--- config.mk ---
export PLATFORM = sky130hd
export DESIGN_NAME = fifo_write_arbiter
export DESIGN_NICKNAME = d
export VERILOG_FILES = /design/src/rtl/fifo_write_arbiter_pkg.sv /design/src/rtl/fifo_write_arbiter_rr_priority_picker.sv /design/src/rtl/fifo_write_arbiter.sv
export SDC_FILE = /design/constraint.sdc
export NUM_CORES = 1
export LEC_CHECK = 0
export BUFFER_PORTS_ARGS = -buffer_cell sky130_fd_sc_hd__buf_2
export CORE_UTILIZATION = 43
export DETAILED_ROUTE_END_ITERATION = 10
export MAX_ROUTING_LAYER = met4
export PLACE_DENSITY = 0.82
export RECOVER_POWER = 25
export SLEW_MARGIN = 20
export SYNTH_ARGS = -nofsm -noshare
export SYNTH_HDL_FRONTEND = slang
export SYNTH_HIERARCHICAL = 1
export SYNTH_SLANG_ARGS = --single-unit
export TNS_END_PERCENT = 30
--- constraint.sdc ---
create_clock -name clk -period 10.83 [get_ports clk]
set_input_delay 2.7075 -clock clk [delete_from_list [all_inputs] [get_ports clk]]
set_output_delay 2.7075 -clock clk [all_outputs]
set_load 0.005 [all_outputs]
--- src/rtl/fifo_write_arbiter_pkg.sv ---
// Shared definitions for the FIFO write-port arbiter: FSM state encodings
// and width helpers used by the top level and the round-robin picker.
package fifo_write_arbiter_pkg;

  // Arbiter states: free for arbitration, or locked to one burst owner.
  localparam logic [0:0] ARB_IDLE = 1'b0;
  localparam logic [0:0] ARB_OWN  = 1'b1;

  // Index width for a requester vector; never below one bit.
  function automatic int unsigned idx_width(input int unsigned n);
    return (n > 1) ? $clog2(n) : 1;
  endfunction

  // Burst counter width: must be able to hold MAX_BURST itself.
  function automatic int unsigned cnt_width(input int unsigned max_burst);
    return $clog2(max_burst) + 1;
  endfunction

endpackage

--- src/rtl/fifo_write_arbiter_rr_priority_picker.sv ---
// Combinational round-robin picker.
// Ports:
//   req_i        request vector
//   rr_ptr_i     index of the last winner; search starts at rr_ptr_i+1
//   winner_oh_o  one-hot winner (0 when nothing requests)
//   winner_idx_o winner index (0 when nothing requests)
//   any_o        at least one request present
module rr_priority_picker
  import fifo_write_arbiter_pkg::*;
#(
  parameter int unsigned NUM_REQ = 4,
  parameter int unsigned IDX_W   = idx_width(NUM_REQ)
) (
  input  logic [NUM_REQ-1:0] req_i,
  input  logic [IDX_W-1:0]   rr_ptr_i,
  output logic [NUM_REQ-1:0] winner_oh_o,
  output logic [IDX_W-1:0]   winner_idx_o,
  output logic               any_o
);

  int unsigned cand;

  // Walk from the farthest position back to the nearest so the nearest hit wins.
  always_comb begin
    winner_oh_o  = '0;
    winner_idx_o = '0;
    any_o        = 1'b0;
    cand         = 0;
    for (int unsigned k = NUM_REQ; k >= 1; k--) begin
      cand = (32'(rr_ptr_i) + k) % NUM_REQ;
      if (req_i[IDX_W'(cand)]) begin
        winner_oh_o               = '0;
        winner_oh_o[IDX_W'(cand)] = 1'b1;
        winner_idx_o              = IDX_W'(cand);
        any_o                     = 1'b1;
      end
    end
  end

endmodule

--- src/rtl/fifo_write_arbiter.sv ---
// Shares one CDC FIFO write port between NUM_REQ requesters with round-robin
// arbitration, burst locking up to MAX_BURST beats and a one-word registered
// output stage that honours fifo_wr_full.
// Ports:
//   clk, reset_n      FIFO write clock, async active-low reset
//   req/req_last      per-requester beat valid / last-beat-of-burst
//   req_addr/req_data packed per-requester beat payload (slice i = requester i)
//   ack               one-hot beat acceptance (combinational)
//   grant             one-hot burst owner while locked
//   busy              output stage holds a word or a burst is locked
//   fifo_wr_data/en   FIFO write side, word = {addr, data}
//   fifo_wr_full      FIFO full flag
module fifo_write_arbiter
  import fifo_write_arbiter_pkg::*;
#(
  parameter int unsigned NUM_REQ    = 4,
  parameter int unsigned ADDR_WIDTH = 17,
  parameter int unsigned DATA_WIDTH = 8,
  parameter int unsigned MAX_BURST  = 16
) (
  input  logic                             clk,
  input  logic                             reset_n,
  input  logic [NUM_REQ-1:0]               req,
  input  logic [NUM_REQ-1:0]               req_last,
  input  logic [NUM_REQ*ADDR_WIDTH-1:0]    req_addr,
  input  logic [NUM_REQ*DATA_WIDTH-1:0]    req_data,
  output logic [NUM_REQ-1:0]               ack,
  output logic [NUM_REQ-1:0]               grant,
  output logic                             busy,
  output logic [ADDR_WIDTH+DATA_WIDTH-1:0] fifo_wr_data,
  output logic                             fifo_wr_en,
  input  logic                             fifo_wr_full
);

  localparam int unsigned IDX_W  = idx_width(NUM_REQ);
  localparam int unsigned CNT_W  = cnt_width(MAX_BURST);
  localparam int unsigned WORD_W = ADDR_WIDTH + DATA_WIDTH;

  logic [0:0]         state_q, state_d;
  logic [IDX_W-1:0]   owner_q, owner_d;
  logic [IDX_W-1:0]   rr_ptr_q, rr_ptr_d;
  logic [CNT_W-1:0]   beat_cnt_q, beat_cnt_d;
  logic               out_valid_q, out_valid_d;
  logic [WORD_W-1:0]  out_word_q, out_word_d;

  logic [NUM_REQ-1:0] pick_oh;
  logic [IDX_W-1:0]   pick_idx;
  logic               pick_any;
  logic               out_ready;
  logic [NUM_REQ-1:0] ack_raw;
  logic [IDX_W-1:0]   sel_idx;
  logic               load;

  rr_priority_picker #(
    .NUM_REQ (NUM_REQ),
    .IDX_W   (IDX_W)
  ) u_picker (
    .req_i        (req),
    .rr_ptr_i     (rr_ptr_q),
    .winner_oh_o  (pick_oh),
    .winner_idx_o (pick_idx),
    .any_o        (pick_any)
  );

  // The stage can take a word when empty or when its word drains this cycle.
  assign out_ready = ~out_valid_q | ~fifo_wr_full;

  // State register and output stage.
  always_ff @(posedge clk or negedge reset_n) begin
    if (!reset_n) begin
      state_q     <= ARB_IDLE;
      owner_q     <= '0;
      rr_ptr_q    <= IDX_W'(NUM_REQ - 1);
      beat_cnt_q  <= '0;
      out_valid_q <= 1'b0;
      out_word_q  <= '0;
    end else begin
      state_q     <= state_d;
      owner_q     <= owner_d;
      rr_ptr_q    <= rr_ptr_d;
      beat_cnt_q  <= beat_cnt_d;
      out_valid_q <= out_valid_d;
      out_word_q  <= out_word_d;
    end
  end

  // Next-state, acknowledge and output-stage load logic.
  always_comb begin
    state_d     = state_q;
    owner_d     = owner_q;
    rr_ptr_d    = rr_ptr_q;
    beat_cnt_d  = beat_cnt_q;
    ack_raw     = '0;
    sel_idx     = pick_idx;
    grant       = '0;

    case (state_q)
      ARB_IDLE: begin
        if (pick_any && out_ready) begin
          ack_raw = pick_oh;
          if (req_last[pick_idx]) begin
            rr_ptr_d = pick_idx;
          end else begin
            state_d    = ARB_OWN;
            owner_d    = pick_idx;
            beat_cnt_d = CNT_W'(1);
          end
        end
      end
      ARB_OWN: begin
        sel_idx        = owner_q;
        grant[owner_q] = 1'b1;
        if (!req[owner_q]) begin
          // Owner walked away: give up the lock without accepting anything.
          state_d    = ARB_IDLE;
          rr_ptr_d   = owner_q;
          beat_cnt_d = '0;
        end else if (out_ready) begin
          ack_raw[owner_q] = 1'b1;
          beat_cnt_d       = beat_cnt_q + CNT_W'(1);
          if (req_last[owner_q] || (beat_cnt_q == CNT_W'(MAX_BURST - 1))) begin
            state_d    = ARB_IDLE;
            rr_ptr_d   = owner_q;
            beat_cnt_d = '0;
          end
        end
      end
      default: begin
        state_d = ARB_IDLE;
      end
    endcase

    // Reset gates the acknowledge so no beat is lost while the stage is held clear.
    ack  = ack_raw & {NUM_REQ{reset_n}};
    load = |ack;

    out_word_d  = out_word_q;
    out_valid_d = out_valid_q;
    if (load) begin
      out_word_d  = {req_addr[sel_idx*ADDR_WIDTH +: ADDR_WIDTH],
                     req_data[sel_idx*DATA_WIDTH +: DATA_WIDTH]};
      out_valid_d = 1'b1;
    end else if (out_valid_q && !fifo_wr_full) begin
      out_valid_d = 1'b0;
    end
  end

  assign fifo_wr_en   = out_valid_q & ~fifo_wr_full;
  assign fifo_wr_data = out_word_q;
  assign busy         = out_valid_q | (state_q == ARB_OWN);

endmodule

==> results of run 1 <==
## cells in the final DEF, fill, tap and decap left out, types with 3 or more instances in the layout
master and n:
o21ai_0 13, nor2_1 8, clkbuf_8 7, mux4_1 3, a32oi_1 4, a21oi_1 9
ha_1 8, mux2_2 29, a22o_1 4, buf_2 144, mux2i_1 7, nor2b_1 3
nor3b_1 3, mux4_2 27, dfrtp_1 34, nand2_1 6, inv_1 11, nor3_1 4
and3_1 4
## flip-flops by register name, summed over array words and instances (netlist names)
name          flops
out_valid_q       1
state_q           1
owner_q           2
fifo_wr_data     25
rr_ptr_q          2
beat_cnt_q        5
## cells by family (layout without fill, tap and decap cells)
| group | Yosys count | after routing |
|---|---|---|
| AO/OA/AOI/OAI | 51 | 51 |
| adder cells (fa/ha/maj) | 8 | 8 |
| buffers and inverters | 27 | 166 |
| flip-flops | 36 | 36 |
| multiplexers | 68 | 68 |
| other | 0 | 1 |
| AND/OR/NAND/NOR | 43 | 43 |
## worst register-to-register path, cell delays in order, from the launching register on
cell and delay (ns):
dfstp_2 0.72, inv_1 0.22, ha_1 0.53, mux2_2 0.40
a21oi_1 0.16, o32ai_1 0.10, a211oi_1 0.72, mux4_2 0.66
nor3_1 0.38, mux2_2 0.38
## final cells by class
| cell class | count | area (um^2) |
|---|---|---|
| diodes | 1 | 2.502 |
| clock buffers | 7 | 96.34 |
| clock inverters | 1 | 30.03 |
| fillers | 550 | 2691 |
| inverters | 12 | 45.04 |
| multi-input cells | 170 | 1862 |
| flip-flops and latches | 36 | 903.4 |
| well taps | 77 | 96.34 |
| repair buffers | 146 | 732.0 |
## stage by stage
step | area, um^2 | instances | util, % | hold slack, ns | setup slack [ns]
3_3_place_gp | 3640 | 441 | 56.35 | 0.4869 | 3.952
4_1_cts | 3766 | 449 | 58.31 | 0.5082 | 3.795
2_1_floorplan | 2930 | 233 | - | 0.4614 | 4.212
6_report | 3767 | 450 | 58.33 | 0.5071 | 3.097
3_5_place_dp | 3640 | 441 | 56.35 | 0.4911 | 3.800
5_1_grt | 3767 | 450 | 58.33 | 0.5241 | 2.737
## power by group through the flow
stage | combinational, mW | sequential (mW) | clock [mW]
floorplan | 0.655 | 0.247 | 0
global placement | 0.769 | 0.271 | 0
detailed placement | 0.794 | 0.273 | 0
CTS | 0.794 | 0.272 | 0.132
global route | 0.860 | 0.285 | 0.138
finish | 0.789 | 0.272 | 0.129
## how the worst min path moves through the flow
stage	start	endpoint	slack [ns]	cells past startpoint
floorplan	beat_cnt_q[3]	beat_cnt_q[3]	0.46	1
global placement	fifo_wr_data[21]	fifo_wr_data[21]	0.49	1
detailed placement	fifo_wr_data[19]	fifo_wr_data[19]	0.49	1
CTS	fifo_wr_data[19]	fifo_wr_data[19]	0.51	1
global route	fifo_wr_data[2]	fifo_wr_data[2]	0.52	1
finish	fifo_wr_data[22]	fifo_wr_data[22]	0.51	1
## routing by layer
layer / GRT usage (%) / vias up
met3: 4.228 / 4
met2: 38.95 / 124
met5: - / -
li1: - / 1202
met1: 27.78 / 1260
met4: 5.547 / 0
==> out/qor.yml, run 1 <==
setup_path:
  cp_max_fo: 39
  rr_startpoint: "rr_ptr_q[0]"
  crit_slowest_cell: "clkbuf_1"
  r2r_slack_ns: 6.46
  worst_ep_required_time_ns: 8.12
  worst-r2r-cell-count: 9
  path_class: "in2out"
  path_depth: 4
  end_kind: "output pin"
  r2r-end: "owner_q[0]"
  crit_path_start_kind: "input pin"
  arrival_ns: 5.03
  crit_start: "reset_n"
  cp_num_buf_inv: 2
  cp_cell_sequence: "clkbuf_1 > nor3b_1 > a22o_1 > buf_2"
  cp_top_family: "buffers and inverters"
  worst_path_largest_cell_delay_ns: 1.40
  endpoint: "ack[1]"
power_and_ir_drop:
  p_comb_share_pct: 66.3
  intPower_mw: 0.7217
  pwr-share-seq_pct: 22.8
  swShare_pct: 39.37
  power_switching_mw: 0.4686
  vdd_drop_max_uv: 163.0
  power.leakage_nw: 1.763
  power_mw: 1.190
  p_clk_share_pct: 10.9
  cellPowerDensity_mw_per_mm2: 316.0
synth:
  ys_ff_latch: 36
  async_flop_share_pct: 100.0
  synth_common_cells: "dfrtp_1 (34), mux2_2 (29), mux4_2 (27)"
  ys_seq_area_share_pct: 30.83
  synth_top_family_by_area: "multiplexers"
  synth_mux_area_share_pct: 38.22
  avgSynthCellArea_um2: 12.58
  synth_edf_count: 0
  syn_nets: 352
  yosys.area_share.simple_pct: 8.540
  synth_top_area_share_pct: 29.04
  synthTopCellsByArea: "dfrtp_1 (29%), mux4_2 (21%), mux2_2 (11%), ha_1 (3.4%), mux4_1 (2.7%)"
  synth.distinct_cells: 53
  yosysWarnings: 6
  synth_xor_area_share_pct: 0
  netlist_instances: 233
  synth_compound_area_share_pct: 13.07
  synthAdderAreaFrac_pct: 3.416
  synth_most_common_cell: "dfrtp_1"
  synth-main-ff-cell: "dfrtp_1"
  synth_area_leader_cell: "dfrtp_1"
  synth_area_mm2: 0.002930
drt:
  viasPerCell: 5.756
  vias: 2590
  route.met3.wl_um: 520
  top_layer: "met4"
  wl_met2_um: 3971
  drt_iter0_markers: 172
  drc: 8
  antenna_left: 0
  firstDrtPassIters: 7
  met1Wirelength_um: 3085
  totalWireLength_um: 7622
  avgRoutedWirePerCell_um: 16.94
floorplanning:
  start_util_pct: 45.37
  core_mm2: 0.006459
  die_h_um: 84.55
  rows: 29
  die_w_um: 84.55
  io_pins: 146
  die-area_mm2: 0.007149
clocking:
  ctsResizeCount: 0
  cts_tree: "done"
  clock_latency_ns: 0.28
  cts_root_buf: "clkbuf_8"
  clockBufferDepth: 2
  ctsHoldBuffers: 0
  clkSinkCount: 36
  clk_pin_slew_ns: 0.07
  cts_buffers: 5
  cts.htree.levels: 2
  post_cts_buffers: 0
sta:
  fin_crit_ns: 7.733
  slew_headroom_pct: -32.92
  rsz0062_at_grt: "false"
  max_slew.worst_pin.slew_ns: 1.994
  max_freq_mhz: 129.3
  slew_viol_final: 40
  hold_violations: 0
  fin_skew_ns: 0.002952
  min_period_over_period_pct: 71.41
  finalSetupTns_ns: 0
  finalSetupViolations: 0
global_route:
  grt_usage_pct: 22.68
  grt_max_degree: 40
  antenna_found_initial: 1
  grt_pass1_vias: 2607
  grt_overflow: 0
  grt_pass1_wl_um: 12420
finish:
  synthToLayoutAreaGrowth_pct: 28.57
  drive_gt1_share_pct: 60.75
  final_nets: 490
outcome:
  run_status: "complete, but fails checks"
  violations: "design-rule violations, max-capacitance violations, max-slew violations"
flow_run:
  drv_cap: 1
placed_design:
  hpwl_um: 5896
  gp_congestion: 0.8235
  port_buffers: 145
min_path:
  hp-class: "reg2reg"
No activity file was read; power rests on OpenSTA's default activity.
==> inputs of run 2 (changes only) <==
- clock period: 10.83 -> 7.3 ns (I/O delays scaled with it)
==> run 2 against run 1 <==
  * The flow finishes with violations (design-rule violations)
  * Final area shrank 0.83%
  * Via count up 0.66%
  * Final cell count unchanged
  * Clock skew up 0.0054 ns
  * Count of clock-buffer cells in the layout unchanged
  * First-iteration DRC count is 26% lower
  * Global-route usage down 0.30 points
==> out/qor.yml, run 2 (synthesis results as in run 1) <==
outcome:
  run_status: "complete, but fails checks"
  violations: "design-rule violations"
finish:
  layout_commonest_cell: "buf_2"
  fill_cells: 563  # +2.4%
  final_cell_mix: "buf_2 (145), dfrtp_1 (34), mux2_2 (29)"
  final_core_util_pct: 57.85  # -0.48 points
  largest_register_ffs: 25  # unchanged
  finish.instance_area_mm2: 0.003736  # -0.83%
  synthToLayoutAreaGrowth_pct: 27.50
  final_nets: 490  # unchanged
  drive_gt1_share_pct: 60.75  # unchanged
global_route:
  grt_max_degree: 40  # unchanged
  grt_pass1_wl_um: 12300  # -0.95%
  grt_usage_pct: 22.38  # -0.30 points
  grt.busiest_layer: "met2"
  gr-usage-met3_pct: 4.425  # +0.20 points
  met2_usage_pct: 38.58  # -0.37 points
  antenna_found_initial: 1  # unchanged
  grt_pass1_vias: 2652  # +1.7%
  use_met1_pct: 27.15  # -0.63 points
  grt_overflow: 0  # unchanged
clocking:
  cts.htree.levels: 2  # unchanged
  clock_latency_ns: 0.28  # about the same
  cts_tree: "done"
  clk_pin_slew_ns: 0.07  # about the same
  ctsHoldBuffers: 0  # unchanged
  cts_buffers: 5  # unchanged
  clockBufferDepth: 2  # unchanged
  cts_root_buf: "clkbuf_8"
  ctsResizeCount: 0  # unchanged
  post_cts_buffers: 0  # unchanged
  clkSinkCount: 36  # unchanged
placed_design:
  gp_congestion: 0.8224  # -0.13%
  place_ws_ns: 2.084  # -1.715 ns
  port_buffers: 145  # unchanged
  place_area_mm2: 0.003640  # unchanged
  hpwl_um: 5860  # -0.62%
sta:
  max_freq_mhz: 189.6
  slew_viol_final: 0  # -100%
  max_slew.worst_pin.slew_ns: 0.9841  # -1.010 ns
  fin_crit_ns: 5.275
  min_period_over_period_pct: 72.26
  finalSetupViolations: 0  # unchanged
  setup_slack_ns: 2.025  # -1.071 ns
  fin_skew_ns: 0.008378  # +0.005425 ns
  finalSetupTns_ns: 0  # unchanged
  hold_violations: 0  # unchanged
  rsz0062_at_grt: "false"
  slew_headroom_pct: 32.99  # +66 points
power_and_ir_drop:
  vdd_drop_max_uv: 248.8  # +53%
  cellPowerDensity_mw_per_mm2: 459.7  # +45%
  power.leakage_nw: 1.746  # -0.98%
drt:
  totalWireLength_um: 7492  # -1.7%
  drt_iter0_markers: 127  # -26%
  firstDrtPassIters: 7  # unchanged
  viasPerCell: 5.793  # +0.66%
  drc: 4  # -4
  avgRoutedWirePerCell_um: 16.65  # -1.7%
  vias: 2607  # +0.66%
  antenna_left: 0  # unchanged
setup_path:
  worst-r2r-cell-count: 9  # unchanged
  worst_path_largest_cell_delay_ns: 0.48  # -0.92 ns
  worst_ep_required_time_ns: 5.48  # -2.64 ns
  crit_slowest_cell: "a2111oi_2"
  crit_path_start_kind: "input pin"
  r2r-end: "owner_q[0]"
  r2r_slack_ns: 2.91  # -3.55 ns
  cp_max_fo: 11  # -72%
  cp_cell_sequence: "buf_2 > and2_2 > a2111oi_2 > o21ai_0 > a32oi_1 > a22o_1 > buf_2"
  path_class: "in2out"
  arrival_ns: 3.45  # -1.58 ns
  crit_top_cell: "buf_2"
  end_kind: "output pin"
  rr_startpoint: "rr_ptr_q[0]"
floorplanning:
  core_mm2: 0.006459  # unchanged
  die_w_um: 84.55  # unchanged
  io_pins: 146  # unchanged
  die_h_um: 84.55  # unchanged
  start_util_pct: 45.37  # unchanged
  rows: 29  # unchanged
  die-area_mm2: 0.007149  # unchanged
flow_run:
  drv_cap: 0  # -1
min_path:
  min_to: "fifo_wr_data[21]"
  holdCritStartpoint: "fifo_wr_data[21]"
  whs_path_depth: 1  # unchanged
  hp-class: "reg2reg"
-- run 2: cell count changes in the layout (fill, tap and decap cells not counted) --
cell,before,now
bufinv_16,1,0
clkbuf_8,7,6
buf_2,144,145
clkinvlp_4,0,1
-- run 2: critical path, delay by kind of cell --
family	cells	cell delay (ns)
buf+inv	2	0.26
simple gates	1	0.19
compound gates	4	1.17
-- run 2: final cells by class --
| class | count | area, um^2 | area share [%] |
|---|---|---|---|
| Clock inverter | 1 | 7.507 | 0.2009 |
| Inverter | 12 | 45.04 | 1.206 |
| Timing Repair Buffer | 146 | 733.2 | 19.62 |
| Multi-Input combinational cell | 170 | 1862 | 49.83 |
| Clock buffer | 7 | 86.33 | 2.311 |
| Sequential cell | 36 | 903.4 | 24.18 |
| Tap cell | 77 | 96.34 | 2.579 |
| Antenna cell | 1 | 2.502 | 0.06698 |
-- run 2: through the flow --
step	instances	power [mW]	hold slack, ns
after floorplan	233	1.339	0.4614
after global placement	441	1.543	0.4873
after detailed placement	441	1.581	0.4906
after CTS	449	1.730	0.5082
after global routing	450	1.856	0.5239
final	450	1.717	0.5038
-- run 2: worst max path at each step --
stage | startpoint | end | slack (ns) | depth (start not counted)
floorplan | req[2] | ack[3] | 2.45 | 5
global placement | req[3] | ack[3] | 2.19 | 7
detailed placement | req[3] | ack[0] | 2.08 | 7
CTS | req[3] | ack[0] | 2.07 | 7
global route | req[2] | ack[2] | 1.90 | 7
finish | req[1] | ack[2] | 2.03 | 7
-- run 2: power breakdown --
group	switching, mW	internal, mW
clock	0.0690	0.0767
combinational	0.524	0.644
sequential	0.0984	0.305
total	0.691	1.03
-- run 2: routing by layer --
layer	part of all wire, %	vias to the layer above
met5	0	-
met1	41	1281
met3	6.3	13
met4	1.4	0
met2	51	114
li1	-	1199
==> inputs of run 3 (changes only) <==
- ABC_AREA: default -> 1
- PLACE_DENSITY: 0.82 -> 0.81
- clock period: 7.3 -> 5 ns (I/O delays scaled with it)
==> run 3 against run 2 <==
  * The run now ends clean
  * Flip-flop and latch count did not move
  * Area after synthesis grew 3.6%
  * Die area rose by 3.5%
  * Power up 91%
  * Worst hold slack worse by 0.032 ns
==> out/qor.yml, run 3 <==
outcome:
  run_status: "finished clean"
synth:
  synth_area_mm2: 0.003035  # +3.6%
  synth_edf_count: 0  # unchanged
  synth_common_cells: "nand2_1 (153), nor2_1 (36), dfrtp_1 (34)"
  async_flop_share_pct: 100.0  # unchanged
  syn_nets: 585  # +66%
  synth_top_area_share_pct: 28.03  # -1.0 points
  ys_seq_area_share_pct: 29.76  # -1.1 points
  synth-main-ff-cell: "dfrtp_1"
  synthTopCellsByArea: "dfrtp_1 (28%), nand2_1 (19%), o211ai_1 (6.2%), o21ai_1 (5.4%), or2_0 (5.2%)"
  netlist_instances: 466  # +100%
  yosysWarnings: 6  # unchanged
  synth_area_leader_cell: "dfrtp_1"
  avgSynthCellArea_um2: 6.514  # -48%
  synth_most_common_cell: "nand2_1"
  synth.distinct_cells: 32  # -40%
  ys_ff_latch: 36  # unchanged
setup_path:
  crit_path_start_kind: "input pin"
  cp_cell_sequence: "buf_2 > inv_1 > nand2_1 > nand2_1 > a21boi_0 > nand4_1 > nand2_1 > nor2_1 > nand2_1 > nand2_1 > nand2_1 > inv_1 > buf_2"
  end_kind: "output pin"
  path_class: "in2out"
  worst-r2r-cell-count: 16  # +7
  cp_num_buf_inv: 4  # +2
  arrival_ns: 2.62  # -0.83 ns
  cp_max_fo: 5  # -6
  crit_slowest_cell: "a21boi_0"
  r2r-end: "fifo_wr_data[18]"
  worst_ep_required_time_ns: 3.75  # -1.73 ns
  r2r_slack_ns: 1.72  # -1.19 ns
  rr_startpoint: "rr_ptr_q[0]"
  crit_top_cell: "nand2_1"
  worst_path_largest_cell_delay_ns: 0.26  # -0.22 ns
  cp_top_family: "simple AND/OR/NAND/NOR gates"
floorplanning:
  io_pins: 146  # unchanged
  die_w_um: 86.02  # +1.7%
  rows: 30  # +3.4%
  start_util_pct: 44.68  # -0.69 points
  die_h_um: 86.02  # +1.7%
  core_mm2: 0.006794  # +5.2%
  die-area_mm2: 0.007399  # +3.5%
clocking:
  cts_tree: "done"
  ctsHoldBuffers: 0  # unchanged
  cts_buffers: 5  # unchanged
  cts.htree.levels: 2  # unchanged
  cts_root_buf: "clkbuf_8"
  post_cts_buffers: 0  # unchanged
  clk_pin_slew_ns: 0.07  # about the same
  clkSinkCount: 36  # unchanged
  ctsResizeCount: 0  # unchanged
  clockBufferDepth: 2  # unchanged
  clock_latency_ns: 0.29  # about the same
finish:
  layout_commonest_cell: "nand2_1"
  drive_gt1_share_pct: 31.95  # -29 points
  final_nets: 720  # +47%
  final_cell_mix: "nand2_1 (153), buf_2 (145), nor2_1 (36)"
  largest_register_ffs: 25  # unchanged
  final_core_util_pct: 57.26  # -0.59 points
  synthToLayoutAreaGrowth_pct: 28.15
  antennaDiodeCount: 0  # -1
sta:
  slew_headroom_pct: 52.84  # +20 points
  slew_viol_final: 0  # unchanged
  min_period_over_period_pct: 77.40
  finalSetupTns_ns: 0  # unchanged
  rsz0062_at_grt: "false"
  finalSetupViolations: 0  # unchanged
  setup_slack_ns: 1.130  # -0.8951 ns
  fin_crit_ns: 3.870
  max_freq_mhz: 258.4
  hold-worst-slack_ns: 0.4722  # -0.03157 ns
  fin_skew_ns: 0.007483  # -0.0008945 ns
  max_slew.worst_pin.slew_ns: 0.7064  # -0.2777 ns
  hold_violations: 0  # unchanged
global_route:
  grt_max_degree: 52  # +30%
  grt_pass1_wl_um: 14880  # +21%
  grt_pass1_vias: 3190  # +20%
  grt_overflow: 0  # unchanged
  grt_usage_pct: 25.92  # +3.5 points
  antenna_found_initial: 0  # -1
power_and_ir_drop:
  cellPowerDensity_mw_per_mm2: 845.2  # +84%
  vdd_drop_max_uv: 485.0  # +95%
  power.leakage_nw: 2.131  # +22%
flow_run:
  drv_cap: 0  # unchanged
min_path:
  holdCritStartpoint: "fifo_wr_data[24]"
  whs_path_depth: 2  # +1
  hp-class: "reg2reg"
  min_to: "fifo_wr_data[24]"
drt:
  drc: 0  # -4
  avgRoutedWirePerCell_um: 12.78  # -23%
  vias: 3512  # +35%
  antenna_left: 0  # unchanged
  drt_iter0_markers: 187  # +47%
  totalWireLength_um: 8908  # +19%
  firstDrtPassIters: 4  # -3
  viasPerCell: 5.039  # -13%
placed_design:
  port_buffers: 145  # unchanged
  gp_congestion: 1.021  # +24%
  hpwl_um: 6731  # +15%
  place_ws_ns: 1.160  # -0.9244 ns
==> run 3: stage by stage <==
| step | power [mW] | cell area, um^2 | std cells |
|---|---|---|---|
| after floorplan | 2.511 | 3035 | 466 |
| after global placement | 3.006 | 3812 | 690 |
| after detailed placement | 3.097 | 3812 | 690 |
| after CTS | 3.293 | 3890 | 697 |
| after global routing | 3.688 | 3890 | 697 |
| final | 3.288 | 3890 | 697 |
==> run 3: tightest hold or removal path, stage by stage (launching register included) <==
cell     delay, ns
dfrtp_1       0.34
nand2_1       0.05
nand2_1       0.05
==> run 3: logic make-up (layout without fill, tap and decap cells) <==
kind of cell | count (synthesis) | in the layout | share of synthesized area, %
simple gates | 262 | 262 | 38.83
compound gates | 99 | 99 | 19.46
buf+inv | 59 | 194 | 8.079
flops | 36 | 36 | 29.76
fa+ha+maj | 8 | 8 | 3.298
xor+xnor | 2 | 2 | 0.5772
==> run 3: how the worst max path moves through the flow <==
stage            from      to  slack, ns  depth (start not counted)
3_5_place_dp   req[3]  ack[1]       1.16                         13
5_1_grt        req[3]  ack[2]       0.93                         13
2_1_floorplan  req[3]  ack[1]       1.59                         11
6_report       req[3]  ack[1]       1.13                         13
3_3_place_gp   req[3]  ack[1]       1.23                         13
4_1_cts        req[3]  ack[1]       1.15                         13
==> run 3: cell type report <==
type                       instances  area (um^2)
clock buffer                       6        72.57
clock inverter                     1        5.005
inverter                          39        146.4
fill                             669         2904
multi-input combinational        371         1894
sequential                        36        903.4
tap                               96        120.1
timing repair buffer             148        748.2
==> run 3: where the power goes <==
group / internal [mW] / switching (mW) / leakage, nW / total (mW)
Combinational: 0.853 / 1.67 / 1.64 / 2.53
Clock: 0.0946 / 0.0961 / 0.0410 / 0.191
Sequential: 0.456 / 0.114 / 0.447 / 0.570
==> run 3: metal layers <==
layer	vias to the layer above	wire length, um	track usage, %	part of all wire [%]
li1	1783	-	-	-
met1	1579	3833	32.11	43
met2	135	4367	42.78	49
met3	15	536	5.197	6.0
met4	0	171	7.576	1.9
met5	-	0	-	0
